**src/rtl/music_player_if.sv**
```systemverilog
// Game-side control and buzzer outputs of the music player, bundled for port hookup.
// master = game FSM / bench side, slave = music_player.
interface music_player_if;
  logic       i_play;
  logic [1:0] i_music_ind;
  logic       o_tone;
  logic       o_busy;
  logic       o_music_stop;
  logic [3:0] o_note_idx;

  modport master (
    output i_play, i_music_ind,
    input  o_tone, o_busy, o_music_stop, o_note_idx
  );

  modport slave (
    input  i_play, i_music_ind,
    output o_tone, o_busy, o_music_stop, o_note_idx
  );
endinterface

```
**src/rtl/music_player.sv**
```systemverilog
// Square-wave note sequencer: a rising edge of i_play loads a 16-entry track and plays it.
// Starts one cycle after the edge; no backpressure, a new edge always restarts playback.
module music_player #(
  parameter string          FILE      = "music.mem",
  parameter int             TICK_DIV  = 250000,
  parameter int             HP_UNIT   = 500,
  parameter logic [1023:0]  ROM_IMAGE = '0
) (
  input  logic           i_clk_25,
  input  logic           i_rst,
  music_player_if.slave  bus
);

  typedef enum logic [1:0] {IDLE, LOAD, PLAY, DONE} state_t;

  state_t      state_q, state_d;
  logic        play_q;
  logic [5:0]  addr_q, addr_d;
  logic [3:0]  idx_q, idx_d;
  logic [31:0] tick_q, tick_d;
  logic [7:0]  dur_q, dur_d;
  logic [31:0] hp_q, hp_d;
  logic        tone_q, tone_d;
  logic [15:0] rom_q;
  logic [15:0] rom [64];

  for (genvar a = 0; a < 64; a++) begin : g_ent
    assign rom[a] = ROM_IMAGE[a*16 +: 16];
  end

  always_ff @(posedge i_clk_25) begin
    rom_q <= rom[addr_q];
  end

  logic        start;
  logic [6:0]  hp;
  logic [7:0]  dur_last;
  logic [31:0] hp_lim;
  logic        tick_end, note_end, last;

  assign start    = bus.i_play & ~play_q;
  assign hp       = rom_q[14:8];
  assign dur_last = (rom_q[7:0] == 8'd0) ? 8'd0 : rom_q[7:0] - 8'd1;
  assign hp_lim   = 32'(hp) * 32'(HP_UNIT);
  assign tick_end = (tick_q == 32'(TICK_DIV - 1));
  assign note_end = tick_end && (dur_q == dur_last);
  assign last     = rom_q[15] || (idx_q == 4'd15);

  always_comb begin
    state_d = state_q;
    addr_d  = addr_q;
    idx_d   = idx_q;
    tick_d  = tick_q;
    dur_d   = dur_q;
    hp_d    = hp_q;
    tone_d  = tone_q;
    case (state_q)
      IDLE: tone_d = 1'b0;
      LOAD: begin
        state_d = PLAY;
        tick_d  = '0;
        dur_d   = '0;
        hp_d    = '0;
        tone_d  = 1'b0;
      end
      PLAY: begin
        tick_d = tick_end ? '0 : tick_q + 32'd1;
        if (tick_end) dur_d = dur_q + 8'd1;
        if (hp != 7'd0) begin
          if (hp_q == hp_lim - 32'd1) begin
            hp_d   = '0;
            tone_d = ~tone_q;
          end else begin
            hp_d = hp_q + 32'd1;
          end
        end
        if (note_end) begin
          tone_d = 1'b0;
          if (last) begin
            state_d = DONE;
          end else begin
            state_d = LOAD;
            addr_d  = addr_q + 6'd1;
            idx_d   = idx_q + 4'd1;
          end
        end
      end
      DONE: begin
        state_d = IDLE;
        tone_d  = 1'b0;
      end
      default: state_d = IDLE;
    endcase
    // A fresh edge overrides whatever the track was doing, including DONE.
    if (start) begin
      state_d = LOAD;
      addr_d  = {bus.i_music_ind, 4'd0};
      idx_d   = '0;
      tick_d  = '0;
      dur_d   = '0;
      hp_d    = '0;
      tone_d  = 1'b0;
    end
  end

  always_ff @(posedge i_clk_25) begin
    if (i_rst) begin
      state_q <= IDLE;
      play_q  <= 1'b0;
      addr_q  <= '0;
      idx_q   <= '0;
      tick_q  <= '0;
      dur_q   <= '0;
      hp_q    <= '0;
      tone_q  <= 1'b0;
    end else begin
      state_q <= state_d;
      play_q  <= bus.i_play;
      addr_q  <= addr_d;
      idx_q   <= idx_d;
      tick_q  <= tick_d;
      dur_q   <= dur_d;
      hp_q    <= hp_d;
      tone_q  <= tone_d;
    end
  end

  assign bus.o_tone       = tone_q;
  assign bus.o_busy       = (state_q != IDLE);
  assign bus.o_music_stop = (state_q == DONE);
  assign bus.o_note_idx   = idx_q;

endmodule
```
**src/flat_wrapper.sv**
```systemverilog
// flat-port wrapper written by rule: the top's interface ports become plain ports
module music_player_flat 
#(
  parameter string          FILE      = "         ",
  parameter int             TICK_DIV  = 250000,
  parameter int             HP_UNIT   = 500,
  parameter logic [1023:0]  ROM_IMAGE = '0
)
  (i_clk_25, i_rst, bus_i_play, bus_i_music_ind, bus_o_tone, bus_o_busy, bus_o_music_stop, bus_o_note_idx);
  music_player_if bus_i ();
  input  logic i_clk_25;
  input  logic i_rst;
  input wire logic [$bits(bus_i.i_play)-1:0] bus_i_play;
  input wire logic [$bits(bus_i.i_music_ind)-1:0] bus_i_music_ind;
  output wire logic [$bits(bus_i.o_tone)-1:0] bus_o_tone;
  output wire logic [$bits(bus_i.o_busy)-1:0] bus_o_busy;
  output wire logic [$bits(bus_i.o_music_stop)-1:0] bus_o_music_stop;
  output wire logic [$bits(bus_i.o_note_idx)-1:0] bus_o_note_idx;
  assign bus_i.i_play = bus_i_play;
  assign bus_i.i_music_ind = bus_i_music_ind;
  assign bus_o_tone = bus_i.o_tone;
  assign bus_o_busy = bus_i.o_busy;
  assign bus_o_music_stop = bus_i.o_music_stop;
  assign bus_o_note_idx = bus_i.o_note_idx;
  music_player #(.FILE(FILE), .TICK_DIV(TICK_DIV), .HP_UNIT(HP_UNIT), .ROM_IMAGE(ROM_IMAGE)) u_core (.i_clk_25(i_clk_25), .i_rst(i_rst), .bus(bus_i));
endmodule
```
**config.mk**
```make
export PLATFORM = sky130hd
export DESIGN_NAME = music_player_flat
export DESIGN_NICKNAME = d
export VERILOG_FILES = /design/src/rtl/music_player_if.sv /design/src/rtl/music_player.sv /design/src/flat_wrapper.sv
export SDC_FILE = /design/constraint.sdc
export NUM_CORES = 1
export LEC_CHECK = 0
export ABC_AREA = 1
export BUFFER_PORTS_ARGS = -buffer_cell sky130_fd_sc_hd__buf_4
export CAP_MARGIN = 10
export CORE_MARGIN = 2
export CORE_UTILIZATION = 64
export DETAILED_ROUTE_END_ITERATION = 10
export PLACE_DENSITY = 0.9
export SLEW_MARGIN = 20
export SYNTH_ARGS = -nofsm -noshare
export SYNTH_HDL_FRONTEND = slang
export SYNTH_SLANG_ARGS = --single-unit
```
**constraint.sdc**
```tcl
create_clock -name i_clk_25 -period 3.1 [get_ports i_clk_25]
set_clock_uncertainty 0.05 [all_clocks]
set_input_delay 0.155 -clock i_clk_25 [delete_from_list [all_inputs] [get_ports i_clk_25]]
set_output_delay 0.155 -clock i_clk_25 [all_outputs]
set_load 0.005 [all_outputs]
```
# --- After elaboration in Yosys (flattened, before gate mapping) ---
# Memory sizes are Yosys's and may differ from the RTL's. A register that Yosys moved wholly into a read port is not among the register bits.
# Cells that the tools add are included.
classes:
  add_sub_neg: 7
  mul: 1
  n_eq_ne: 14
  n_mux: 20
  bitwise: 5
  reduce_logical: 20
op_table:
  columns: ["op", "count"]
  rows:
  - ["one-hot mux 32 bit (2 select lines)", 2]
  - ["two-way mux 32 bit", 3]
  - ["adder 32 x 1 -> 32 bit (second input constant)", 2]
  - ["equality test 32 x 18 -> 1 bit (second input constant)", 1]
  - ["equality test 32 bit", 1]
  - ["two-way mux 6 bit", 4]
  - ["subtractor 16 x 1 -> 17 bit (second input constant)", 1]
  - ["two-way mux 8 bit", 2]
  - ["one-hot mux 8 bit (2 select lines)", 1]
  - ["multiplier 7 x 7 -> 14 bit (second input constant)", 1]
  - ["AND reduction 2 bit", 5]
  - ["inequality test 3 x 1 -> 1 bit (second input constant)", 3]
  - ["adder 8 x 1 -> 8 bit (second input constant)", 1]
  - ["equality test 8 bit", 1]
  - ["zero test 8 bit", 1]
  - ["inequality test 2 x 1 -> 1 bit (second input constant)", 4]
  - ["nonzero test 2 bit", 4]
  - ["subtractor 8 x 1 -> 8 bit (second input constant)", 1]
  - ["inverter 6 -> 7 bit", 1]
  - ["nonzero test 7 bit", 1]
  - ["adder 6 x 1 -> 6 bit (second input constant)", 1]
  - ["one-hot mux 2 bit (3 select lines)", 1]
  - ["AND reduction 3 bit", 2]
  - ["adder 4 x 1 -> 4 bit (second input constant)", 1]
  - ["other kinds (15)", 22]
word_totals:
  reg_bits: 86
  romBits: 1024
  elab_cells: 78
  memories: 1
mem_list:
  columns: ["name", "depth", "word_bits", "rd", "rd_clocked_by_memory_dff", "wr", "line_no", "text"]
  rows:
  - ["(no name shown)", 64, 16, 1, 1, 0, "music_player.sv:32", "rom_q <= rom[addr_q];"]

# --- Longest topological paths before layout ---
depth:
  word_depth: 7
  mapped_depth: 12
  mapped_depth_nobuf: 11

# --- Least setup slack after synthesis ---
# OpenSTA, ideal clock, no wires.
synth_path:
  path_kind: "reg-to-reg"
  startpoint: "register u_core.state_q[1]"
  endpoint: "register u_core.tick_q[19]"
  setup_time_ns: 0.110
  arrival_time_ns: 1.581
  t_required_ns: 2.940
  path_slack_ns: 1.360
  stages_incl_launch_ff: 11
  path_buffers: 1
  period_less_slack_ns: 1.740
  path_cell_list: "dfxtp_1 -> inv_1 -> ha_1 -> inv_1 -> buf_2 -> nor2_4 -> nand3_2 -> nor2_2 -> nand3_1 -> nand2_1 -> nor2_1"
synth_via:
  elab_chain_len: 2
synth_lines:
  columns: ["element", "line_no", "text"]
  rows:
  - ["start: declaration", "music_player.sv:16", "state_t state_q, state_d;"]
  - ["start signal: assignment", "music_player.sv:117", "state_q <= state_d;"]
  - ["equality test 2 bit / equality test 2 x 1 -> 1 bit (equally long branches)", "music_player.sv:57", "case (state_q)"]
  - ["one-hot mux 32 bit (2 select lines) / nonzero test 2 bit (equally long branches)", null, null]
  - ["end signal: assignment", "music_player.sv:121", "tick_q <= tick_d;"]
  - ["end: declaration", "music_player.sv:20", "logic [31:0] tick_q, tick_d;"]
# Several ways; a longest one is shown, not always the timed one.
# A chain may end at the register's enable or synchronous reset.

# --- Worst setup path in the final report ---
layout_path:
  startpoint: "register u_core.state_q[0]"
  endpoint: "register u_core.tick_q[16]"
# Same word-level chain as after synthesis.

==> impl_metrics.env <==
export IMPL_seqCellArea_um2=961
export IMPL_cts_tree="built"
export IMPL_track_usage_pct=27.4
export IMPL_avgSynthCellArea_um2=6.42
export IMPL_grt_pass1_vias=2691
export IMPL_dp_hpwl_um=4980
export IMPL_period_share_pct=66.7
export IMPL_num_antenna_cells=0
export IMPL_worst_r2r_setup_slack_ps=1030
export IMPL_status="finished clean"
export IMPL_die_w_um=72.0
export IMPL_syn_area_um2=2960
export IMPL_period_needed_ps=2070
export IMPL_cts_sinks=48
export IMPL_cts_root_buffer="clkbuf_8"
export IMPL_place_area_um2=3070
export IMPL_synth_xor_area_share_pct=4.44
export IMPL_r2r_start="u_core.state_q[0]"
export IMPL_hold_depth=3
export IMPL_path_clk_slew_ps=90
export IMPL_hold_path_class="in -> reg"
export IMPL_powerDensity_nw_per_um2=371
export IMPL_drt_wl_total_um=6670
export IMPL_synth_compound_area_share_pct=6.81
export IMPL_die_area_um2=5180
export IMPL_synth_seq_area_share_pct=32.5
export IMPL_synth_top_family_by_area="simple AND/OR/NAND/NOR gates"
export IMPL_die_y_um=72.0
export IMPL_rows=24
export IMPL_fin_area_um2=3190
export IMPL_initialDrtViolationCount=296
export IMPL_hold_viol_final=0
export IMPL_yosys_warnings=0
export IMPL_num_vias=2951
export IMPL_whs_endpoint="u_core.play_q"
export IMPL_clock_latency_ps=310
export IMPL_routedWlPerCell_um=12.7
export IMPL_leakagePower_nw=1.15
export IMPL_final_cell_mix="nand2_1, nor2_1, inv_1"
export IMPL_clockBufferDepth=2
export IMPL_dp_cells=517
export IMPL_nets=488
export IMPL_rsz0062_at_grt="false"
export IMPL_nFillCells=353
export IMPL_max_clock_freq_mhz=483
export IMPL_crit_required_ps=3280
export IMPL_path_max_fanout=13
export IMPL_min_delay_start="bus_i_play"
export IMPL_tightest_slew_ps=519
export IMPL_rr_endpoint="u_core.tick_q[16]"
export IMPL_crit_type="reg -> reg"
export IMPL_synthSimpleGateAreaFrac_pct=43.1
export IMPL_grt_max_degree=22
export IMPL_synth_nets=476
export IMPL_critPathArrivalTime_ps=2250
export IMPL_initial_core_util_pct=67.0
export IMPL_ios=12
export IMPL_cts_repair_resized=0
export IMPL_ant_nets=0
export IMPL_synth_fa_ha_area_share_pct=4.23
export IMPL_cts_buffers=5
export IMPL_via_per_inst=5.61
export IMPL_first_pass_iters=5
export IMPL_port_buffers=9
export IMPL_fin_hold_ws_ps=20.2
export IMPL_drive_gt1_share_pct=9.49
export IMPL_drcViolationCount=0
export IMPL_overflow=0
export IMPL_grt_antenna_before_repair=0
export IMPL_slew_headroom_pct=65.4
export IMPL_grt_pass1_wl_um=11400
export IMPL_syn_to_final_growth_pct=7.65
export IMPL_muxShareOfSynthArea_pct=0
export IMPL_maxSlewViolCount=0
export IMPL_htreeDepth=2
export IMPL_post_cts_buffers=0
export IMPL_place_congestion=0.859
export IMPL_setup_viol=0
export IMPL_synth_cell_type_count=30
export IMPL_synthCells=461
export IMPL_synth_seq_cells=48
export IMPL_endpoint_kind="flip-flop"
export IMPL_worstRegToRegCells=9
export IMPL_mostFrequentLayoutCell="nand2_1"
export IMPL_worstSetupStartpointType="flip-flop"
export IMPL_multi_input_area_um2=1730
export IMPL_max_cap_violations=0
export IMPL_core_region_area_um2=4410
export IMPL_vdd_drop_max_uv=236
export IMPL_layout_cells_non_filler=526
export IMPL_final_setup_tns_ps=0
export IMPL_ctsHoldBuffers=1
==> cell type report <==
| cell class | count | share of cell area, % |
|---|---|---|
| tap | 52 | 2.04 |
| sequential | 48 | 30.2 |
| clock inverter | 2 | 1.10 |
| multi-input combinational | 346 | 54.4 |
| clock buffer | 6 | 2.28 |
| timing repair buffer | 12 | 2.91 |
| inverter | 60 | 7.07 |
==> cell families after synthesis <==
kind of cell	after synthesis
AO/OA/AOI/OAI	38
XOR/XNOR	15
adder cells (fa/ha/maj)	10
buffers and inverters	67
flip-flops	48
AND/OR/NAND/NOR	283
==> routing by layer <==
metal  global-route usage (%)  wire length (um)  vias to the layer above
li1                         -                 -                     1483
met2                     45.6              3160                      102
met4                     11.7               134                        0
met3                     5.69               505                       20
met1                     34.6              2870                     1346
met5                        0                 0                        -
==> stage by stage <==
stage	total power, W	utilization, %	worst slack (ps)
finish	0.00118	72.2	1030
global route	0.00123	72.2	892
CTS	0.00119	72.2	1060
detailed placement	0.000741	69.5	1100
global placement	0.000737	69.5	1190
floorplan	0.000715	-	1360
==> power by group <==
group	internal (W)	switching (W)	leakage [nW]
sequential	0.000621	0.00000483	0.387
combinational	0.0000293	0.0000742	0.711
clock	0.000240	0.000214	0.0552
total	0.000890	0.000293	1.15
==> worst max-delay path: stages, from the launching register on <==
cell     delay (ps)
dfxtp_1         400
inv_1           140
ha_1            340
buf_4           220
nand2_1         110
nor3_2          250
nand2_1         140
nor2_1          110
nor2_1           50
nor3_2          170
==> Yosys cell counts, drive strengths merged <==
master / number / area share (%)
nor2: 107 / 15
nand2: 106 / 14
inv: 59 / 7.5
dfxtp: 48 / 32
nand3: 41 / 7.4
a21oi: 23 / 4.0
nand4: 16 / 3.4
o21ai: 12 / 2.0
nor3: 11 / 2.7
ha: 10 / 4.2
xor2: 10 / 3.0
xnor2: 5 / 1.5
buf: 4 / 0.93
clkbuf: 3 / 0.38
a211oi: 1 / 0.25
clkinv: 1 / 0.13
nand3b: 1 / 0.25
o211ai: 1 / 0.25
o31ai: 1 / 0.25
or2: 1 / 0.21
==> sequential cells by signal, indices dropped and copies added, names as in the netlist <==
name and flops:
u_core.play_q 1, u_core.dur_q 8, u_core.bus.o_note_idx 4, u_core.bus.o_tone 1
u_core.tick_q 32, u_core.state_q 2
==> how the worst max path moves through the flow <==
stage	from	to	slack, ps	cells after the start
floorplan	u_core.state_q[1]	u_core.tick_q[19]	1360	10
global placement	u_core.state_q[1]	u_core.tick_q[26]	1190	10
detailed placement	u_core.state_q[1]	u_core.tick_q[16]	1100	9
CTS	u_core.state_q[1]	u_core.tick_q[16]	1060	9
global route	u_core.state_q[1]	u_core.tick_q[16]	890	8
finish	u_core.state_q[0]	u_core.tick_q[16]	1030	9
(Power assumes the default switching activity.)
